[config.mk]
export PLATFORM = sky130hd
export DESIGN_NAME = adder_result_accum
export DESIGN_NICKNAME = d
export VERILOG_FILES = /design/src/rtl/adder_result_accum.sv
export SDC_FILE = /design/constraint.sdc
export NUM_CORES = 1
export LEC_CHECK = 0
export ABC_AREA = 1
export BUFFER_PORTS_ARGS = -buffer_cell sky130_fd_sc_hd__buf_2
export CAP_MARGIN = 40
export CORE_MARGIN = 8
export CORE_UTILIZATION = 35
export DETAILED_ROUTE_END_ITERATION = 8
export SYNTH_ARGS = -nofsm -noshare
export SYNTH_HDL_FRONTEND = slang
export SYNTH_SLANG_ARGS = --single-unit
[constraint.sdc]
create_clock -name clk -period 2 [get_ports clk]
set_input_delay 0 -clock clk [delete_from_list [all_inputs] [get_ports clk]]
set_output_delay 0 -clock clk [all_outputs]
set_load 0.01 [all_outputs]
[src/rtl/adder_result_accum.sv]
// rtl/adder_result_accum.sv - accumulates bursts of adder results into a wide total
// Samples are {carry, sum}; a burst closes on COUNT samples or an early flush.
module adder_result_accum #(
  parameter int DATA_W = 8,
  parameter int COUNT  = 4,
  localparam int ACC_W = DATA_W + 1 + $clog2(COUNT),
  localparam int CNT_W = $clog2(COUNT + 1)
) (
  input  logic              clk,
  input  logic              rst,
  input  logic              clear,
  input  logic              flush,
  input  logic              in_valid,
  output logic              in_ready,
  input  logic [DATA_W-1:0] in_sum,
  input  logic              in_carry,
  output logic              out_valid,
  input  logic              out_ready,
  output logic [ACC_W-1:0]  out_total,
  output logic [CNT_W-1:0]  out_count
);

  typedef enum logic {ACCUM, HOLD} state_t;

  state_t             state_q;
  logic [ACC_W-1:0]   acc_q;
  logic [CNT_W-1:0]   cnt_q;
  logic [ACC_W-1:0]   total_q;
  logic [CNT_W-1:0]   count_q;
  logic               out_valid_q;
  logic               in_ready_q;

  logic               hs;
  logic               emit;
  logic [ACC_W-1:0]   value;
  logic [ACC_W-1:0]   sum_d;
  logic [CNT_W-1:0]   cnt_d;

  assign hs    = in_valid & in_ready_q;
  assign value = {{(ACC_W-DATA_W-1){1'b0}}, in_carry, in_sum};
  assign sum_d = hs ? acc_q + value : acc_q;
  assign cnt_d = cnt_q + CNT_W'(hs);

  // A flush only closes a burst that actually holds at least one sample.
  assign emit  = (hs && (cnt_q == CNT_W'(COUNT - 1))) ||
                 (flush && (hs || (cnt_q != '0)));

  always_ff @(posedge clk or negedge rst) begin
    if (!rst) begin
      state_q     <= ACCUM;
      acc_q       <= '0;
      cnt_q       <= '0;
      total_q     <= '0;
      count_q     <= '0;
      out_valid_q <= 1'b0;
      in_ready_q  <= 1'b1;
    end else if (clear) begin
      state_q     <= ACCUM;
      acc_q       <= '0;
      cnt_q       <= '0;
      out_valid_q <= 1'b0;
      in_ready_q  <= 1'b1;
    end else begin
      case (state_q)
        ACCUM: begin
          if (emit) begin
            total_q     <= sum_d;
            count_q     <= cnt_d;
            acc_q       <= '0;
            cnt_q       <= '0;
            state_q     <= HOLD;
            out_valid_q <= 1'b1;
            in_ready_q  <= 1'b0;
          end else if (hs) begin
            acc_q <= sum_d;
            cnt_q <= cnt_d;
          end
        end
        HOLD: begin
          if (out_ready) begin
            state_q     <= ACCUM;
            out_valid_q <= 1'b0;
            in_ready_q  <= 1'b1;
          end
        end
        default: begin
          state_q     <= ACCUM;
          out_valid_q <= 1'b0;
          in_ready_q  <= 1'b1;
        end
      endcase
    end
  end

  assign in_ready  = in_ready_q;
  assign out_valid = out_valid_q;
  assign out_total = total_q;
  assign out_count = count_q;

endmodule

# Word-level counts from Yosys, hierarchy flattened
# Index checks and enable logic that the tools add are counted.
# W data, S select, Z words.
dict set report op_classes {
  add_sub_neg 2
  mul 0
  n_div 0
  order_cmp 0
  n_eq_ne 4
  shift 0
  n_mux 21
  bitwise_logic 3
  n_reduce_logical 9
}
# cell count
set ops {}
lappend ops {{$mux W11} 5}
lappend ops {{$mux W3} 4}
lappend ops {{$add A11 B9 Y11} 1}
lappend ops {{$mux W1} 9}
lappend ops {{$ne A3 B3 Y1 const B} 2}
lappend ops {{$pmux W1 S2} 3}
lappend ops {{$reduce_bool A3 Y1} 2}
lappend ops {{$reduce_and A2 Y1} 2}
lappend ops {{$add A3 B1 Y3} 1}
lappend ops {{$eq A3 B2 Y1 const B} 1}
lappend ops {{$reduce_and A3 Y1} 1}
lappend ops {{$logic_and A1 B1 Y1} 2}
lappend ops {{$logic_or A1 B1 Y1} 2}
lappend ops {{$ne A2 B2 Y1 const B} 1}
lappend ops {{$not A1 Y1} 2}
lappend ops {{$and A1 B1 Y1} 1}
dict set report word_totals {
  regBits 31
  latchBits 0
  ramBits 0
  mem_bits_ro 0
  inputBits 15
  output_inout_bits 16
  wordCells 46
  n_memories 0
}

# Depth between registers and ports, before layout
dict set report logic_depth {
  depth_word 7
  mapped_depth 12
  depth_no_buf 12
}

# Worst setup path before layout
# OpenSTA, ideal clock, no wires.
dict set report synth_path {
  path_kind {register to register}
  from {reg in_ready_q, in the netlist in_ready}
  to {reg cnt_q[2]}
  setup_ns 0.074
  arrival_time_ns 1.683
  required_ns 1.926
  path_slack_ns 0.243
  stages_incl_launch_ff 9
  path_buffers 1
  synth_period_minus_slack_ns 1.757
  cell_sequence {dfstp_2 nand2_2 inv_2 clkbuf_1 ha_1 ha_1 xor2_1 nand2_1 o21ai_2}
}
dict set report synth_between {
  elab_chain_cells 7
  word_cells_on_any_way 12
  classes_between {add/sub (1); mux (4); bitwise (1); reduce/logical (6)}
}
# item line
set synth_lines {}
lappend synth_lines {{start: declaration} 31} ;# logic in_ready_q;
lappend synth_lines {{start signal: assignment} 56} ;# in_ready_q <= 1'b1;
lappend synth_lines {{start signal: assignment} 62} ;# in_ready_q <= 1'b1;
lappend synth_lines {{start signal: assignment} 73} ;# in_ready_q <= 1'b0;
lappend synth_lines {{$and A1 B1 Y1 (*)} 39} ;# assign hs = in_valid & in_ready_q;
lappend synth_lines {{branches (longest 6 deep; another with $add A3 B1 Y3)} n/a}
lappend synth_lines {{end signal: assignment} 76} ;# cnt_q <= cnt_d;
lappend synth_lines {{end: declaration} 27} ;# logic [CNT_W-1:0] cnt_q;
# Every way passes the cells marked *. The select of a mux whose other input is x is not followed.
# A chain may end at the register's enable or synchronous reset.

# Final worst setup path
dict set report layout_path {
  from {reg acc_q[0]}
  to {reg total_q[8], in the netlist out_total[8]}
}
dict set report layout_between {
  elab_chain_cells 2
}
# item line
set layout_lines {}
lappend layout_lines {{start: declaration} 26} ;# logic [ACC_W-1:0] acc_q;
lappend layout_lines {{start signal: assignment} 75} ;# acc_q <= sum_d;
lappend layout_lines {{$add A11 B9 Y11} 41} ;# assign sum_d = hs ? acc_q + value : acc_q;
lappend layout_lines {{$mux W11} 41}
lappend layout_lines {{end signal: assignment} 67} ;# total_q <= sum_d;
lappend layout_lines {{end: declaration} 28} ;# logic [ACC_W-1:0] total_q;
# No other way between the ends.

==> impl_summary.txt <==
----------------------------------------------------
[Outcome]
  Status ... finished, final reports clean

[Clock tree]
  Maximum clock insertion buffer count ... 2
  Sinks on the clock net ... 31
  Clock root buffer ... sky130_fd_sc_hd__clkbuf_8
  Clock edge transition at the registers on the reported setup and hold paths ... 0.07 ns
  Clock tree from TritonCTS ... done
  Clk_lat worst skew ... 0.28 ns
  Inserted Clock Buffers ... 5
  Post-CTS setup-driven buffer insertion count ... 0
  Number of H-tree levels ... 2

[Floorplanning]
  Total core area ... 0.005507 mm^2
  Num rows ... 27
  Die H ... 91.61 um
  Effective utilization at floorplan ... 36.33%
  Die width ... 91.61 um
  Top-level I/O count ... 31
  Die Footprint ... 0.008391 mm^2

[Detailed routing]
  Routed WL ... 4931 um
  Number of vias after detailed routing ... 1793
  Vias per cell ... 4.706
  Drt first-iter violations ... 90
  Antenna Nets Post-Route ... 0
  Per-cell routed wire length ... 12.94 um
  Remaining design rule violation count ... 0
  DR pass1 iterations ... 4

[Min path]
  Kind of path behind the tightest hold check ... in2reg

[Setup path]
  Highest net fanout along the worst path ... 3
  Crit start category ... flip-flop
  CP Class ... reg2reg
  Required time of the worst setup path ... 2.17 ns
  Crit end category ... flip-flop
  Worst EP arrival ... 2.00 ns

[Place]
  Detailed-placement wirelength estimate ... 3542 um
  # port buffers ... 30
  Placer congestion estimate ... 0.8543
  Area post-placement ... 0.002225 mm^2

[Power]
  Total power divided by cell area ... 1111 mW/mm^2
  Total power consumption of the routed design ... 2.632 mW
  Peak VDD IR ... 506.7 uV
  Reported leakage power ... 1.347 nW

[Synth]
  Unique masters post-synth ... 27
  Synthesized netlist net count ... 297
  Asr flop ratio synth ... 100.0%
  Post-synthesis instance area ... 0.002001 mm^2
  Avg Synthesized Cell Area ... 7.410 um^2
  Synthesized flop and latch total ... 31
  Sequential area share after synthesis ... 38.84%
  Post-synthesis instance total ... 270
  Number of synthesized flops with an enable pin ... 0
  Commonest register cell after synthesis ... sky130_fd_sc_hd__dfrtp_1
  Total number of yosys warnings ... 0

[Timing]
  Max Clock Freq ... 0.5455 GHz
  Final Hold Slack ... 0.1076 ns
  Final clock period utilization by the worst path ... 91.66%
  Unrepaired setup endpoints after global routing ... no
  Count of endpoints failing hold in the final timing report ... 0
  Setup violations, final ... 0
  Worst slew slack as a fraction of its limit ... 51.46%
  Worst-Margin Slew ... 0.7281 ns
  Pins Over Slew Limit ... 0
  Max Clock Skew ... 0.005783 ns
  Final sum of negative setup slack ... 0 ns
  Clock period minus worst slack ... 1.833 ns

[Finish]
  Fraction of final layout cells sized beyond drive strength 1 ... 23.30%
  # nets final ... 335
  Antenna diodes ... 0
  Total non-filler cell area in the finished layout ... 0.002370 mm^2
  Core occupancy in the finished layout ... 43.04%
  Layout overhead on the synthesized area ... 18.45%

[GRT]
  Total global-route track usage ... 12.30%
  First-pass GRT wire length ... 8411 um
  Maximum number of pins on one net before global-route repair ... 32
  Vias in the first global route ... 1778
  Overflow left after global routing ... 0
  Number of antenna violations at the first check in global routing ... 0

[Flow run]
  Number of max-cap violations ... 0

----------------------------------------------------
per-stage QoR:
stage | std cells | setup slack, ns
final | 381 | 0.1669
after global placement | 371 | 0.1655
after detailed placement | 371 | 0.1146
after global routing | 381 | 0.009293
after floorplan | 270 | 0.2428
after CTS | 381 | 0.08512
what timing repair did:
| action | in CTS | in global routing |
|---|---|---|
| endpoints found under the hold margin | 31 | 0 |
| setup endpoints to repair | 0 | 2 |
| resized for setup | 0 | 2 |
| hold buffers | 2 | 0 |
critical path, cell delays in order (launching register included):
cell and delay (ns):
sky130_fd_sc_hd__dfrtp_1 0.41, sky130_fd_sc_hd__ha_1 0.24, sky130_fd_sc_hd__fa_2 0.37, sky130_fd_sc_hd__nand2_1 0.10, sky130_fd_sc_hd__nand3_1 0.12, sky130_fd_sc_hd__nand3_2 0.10, sky130_fd_sc_hd__nand2_1 0.05, sky130_fd_sc_hd__nand2_1 0.05
sky130_fd_sc_hd__nand2_1 0.06, sky130_fd_sc_hd__o21ai_0 0.15, sky130_fd_sc_hd__nand2_1 0.06
layout make-up:
type / instances / area (um^2)
fill: 574 / 3137
multi-input combinational: 211 / 1095
sequential: 31 / 777.0
timing repair buffer: 37 / 207.7
tap: 72 / 90.09
clock buffer: 6 / 82.58
inverter: 22 / 82.58
clock inverter: 2 / 35.03
cell usage after synthesis (2+ instances only):
| library cell | number | area, um^2 |
|---|---|---|
| sky130_fd_sc_hd__a21oi_1 | 10 | 50.05 |
| sky130_fd_sc_hd__a31oi_1 | 2 | 12.51 |
| sky130_fd_sc_hd__buf_6 | 4 | 45.04 |
| sky130_fd_sc_hd__dfrtp_1 | 30 | 750.7 |
| sky130_fd_sc_hd__ha_1 | 11 | 137.6 |
| sky130_fd_sc_hd__inv_1 | 20 | 75.07 |
| sky130_fd_sc_hd__inv_2 | 2 | 7.510 |
| sky130_fd_sc_hd__nand2_1 | 110 | 412.9 |
| sky130_fd_sc_hd__nand2_2 | 10 | 62.56 |
| sky130_fd_sc_hd__nand2_4 | 2 | 22.52 |
| sky130_fd_sc_hd__nand3_1 | 16 | 80.08 |
| sky130_fd_sc_hd__nand3_2 | 2 | 20.02 |
| sky130_fd_sc_hd__nand4_1 | 2 | 12.51 |
| sky130_fd_sc_hd__nor2_1 | 24 | 90.09 |
| sky130_fd_sc_hd__o21ai_0 | 6 | 30.03 |
| sky130_fd_sc_hd__o21ai_2 | 6 | 52.55 |
| sky130_fd_sc_hd__xor2_1 | 3 | 26.28 |
worst paths after layout:
check	depth (start not counted)	slack [ns]	from	to
max	10	0.17	acc_q[0]	out_total[8]
max in group asynchronous	2	1.23	rst	out_total[10]
min reg2reg	2	0.48	out_total[9]	out_total[9]
min in group asynchronous	2	0.30	rst	acc_q[3]
max reg2reg	10	0.17	acc_q[0]	out_total[8]
min	4	0.11	clear	acc_q[1]
state kept, by name (all words and copies together) (netlist names):
name / cells
cnt_q: 3
in_ready: 1
out_total: 11
state_q: 1
out_count: 3
out_valid: 1
acc_q: 11
kinds of logic (layout without fill, tap and decap cells):
| logic type | Yosys count | count (layout) | synth area share [%] |
|---|---|---|---|
| AOI/OAI and AO/OA | 25 | 25 | 7.630 |
| xor gates and xnor gates | 3 | 3 | 1.314 |
| adders and majority gates | 12 | 12 | 7.880 |
| buffers and inverters | 28 | 67 | 6.816 |
| DFF | 31 | 31 | 38.84 |
| and+or+nand+nor | 171 | 171 | 37.52 |
cell usage in the layout (no fill, tap or decap), types with 2 or more instances in the layout:
| cell type | netlist | final |
|---|---|---|
| sky130_fd_sc_hd__buf_2 | 1 | 30 |
| sky130_fd_sc_hd__nand3_1 | 16 | 15 |
| sky130_fd_sc_hd__nand2_1 | 110 | 110 |
| sky130_fd_sc_hd__nand4_1 | 2 | 2 |
| sky130_fd_sc_hd__buf_4 | 0 | 5 |
| sky130_fd_sc_hd__nand2_4 | 2 | 2 |
| sky130_fd_sc_hd__o21ai_2 | 6 | 6 |
| sky130_fd_sc_hd__inv_2 | 2 | 2 |
| sky130_fd_sc_hd__a21oi_1 | 10 | 10 |
| sky130_fd_sc_hd__clkbuf_8 | 0 | 6 |
| sky130_fd_sc_hd__ha_1 | 11 | 11 |
| sky130_fd_sc_hd__nand2_2 | 10 | 10 |
| sky130_fd_sc_hd__nor2_1 | 24 | 24 |
| sky130_fd_sc_hd__dfrtp_1 | 30 | 30 |
| sky130_fd_sc_hd__nand3_2 | 2 | 3 |
| sky130_fd_sc_hd__dlygate4sd3_1 | 0 | 2 |
| sky130_fd_sc_hd__inv_1 | 20 | 20 |
| sky130_fd_sc_hd__o21ai_0 | 6 | 6 |
| sky130_fd_sc_hd__a31oi_1 | 2 | 2 |
| sky130_fd_sc_hd__xor2_1 | 3 | 3 |
routing by layer:
| layer | vias up | track usage (%) | routed length [um] |
|---|---|---|---|
| met1 | 819 | 14.91 | 2363 |
| met4 | 0 | 4.502 | 82 |
| met3 | 9 | 4.033 | 275 |
| li1 | 928 | - | - |
| met2 | 37 | 19.81 | 2210 |
| met5 | - | 0 | 0 |
power breakdown:
part / switching [mW] / total, mW / internal, mW / leakage (nW)
logic: 0.666 / 1.06 / 0.390 / 0.876
registers: 0.119 / 0.926 / 0.807 / 0.409
clock network: 0.246 / 0.649 / 0.403 / 0.0612
total: 1.03 / 2.63 / 1.60 / 1.35
Note: power is estimated with default switching activity, not from simulation.
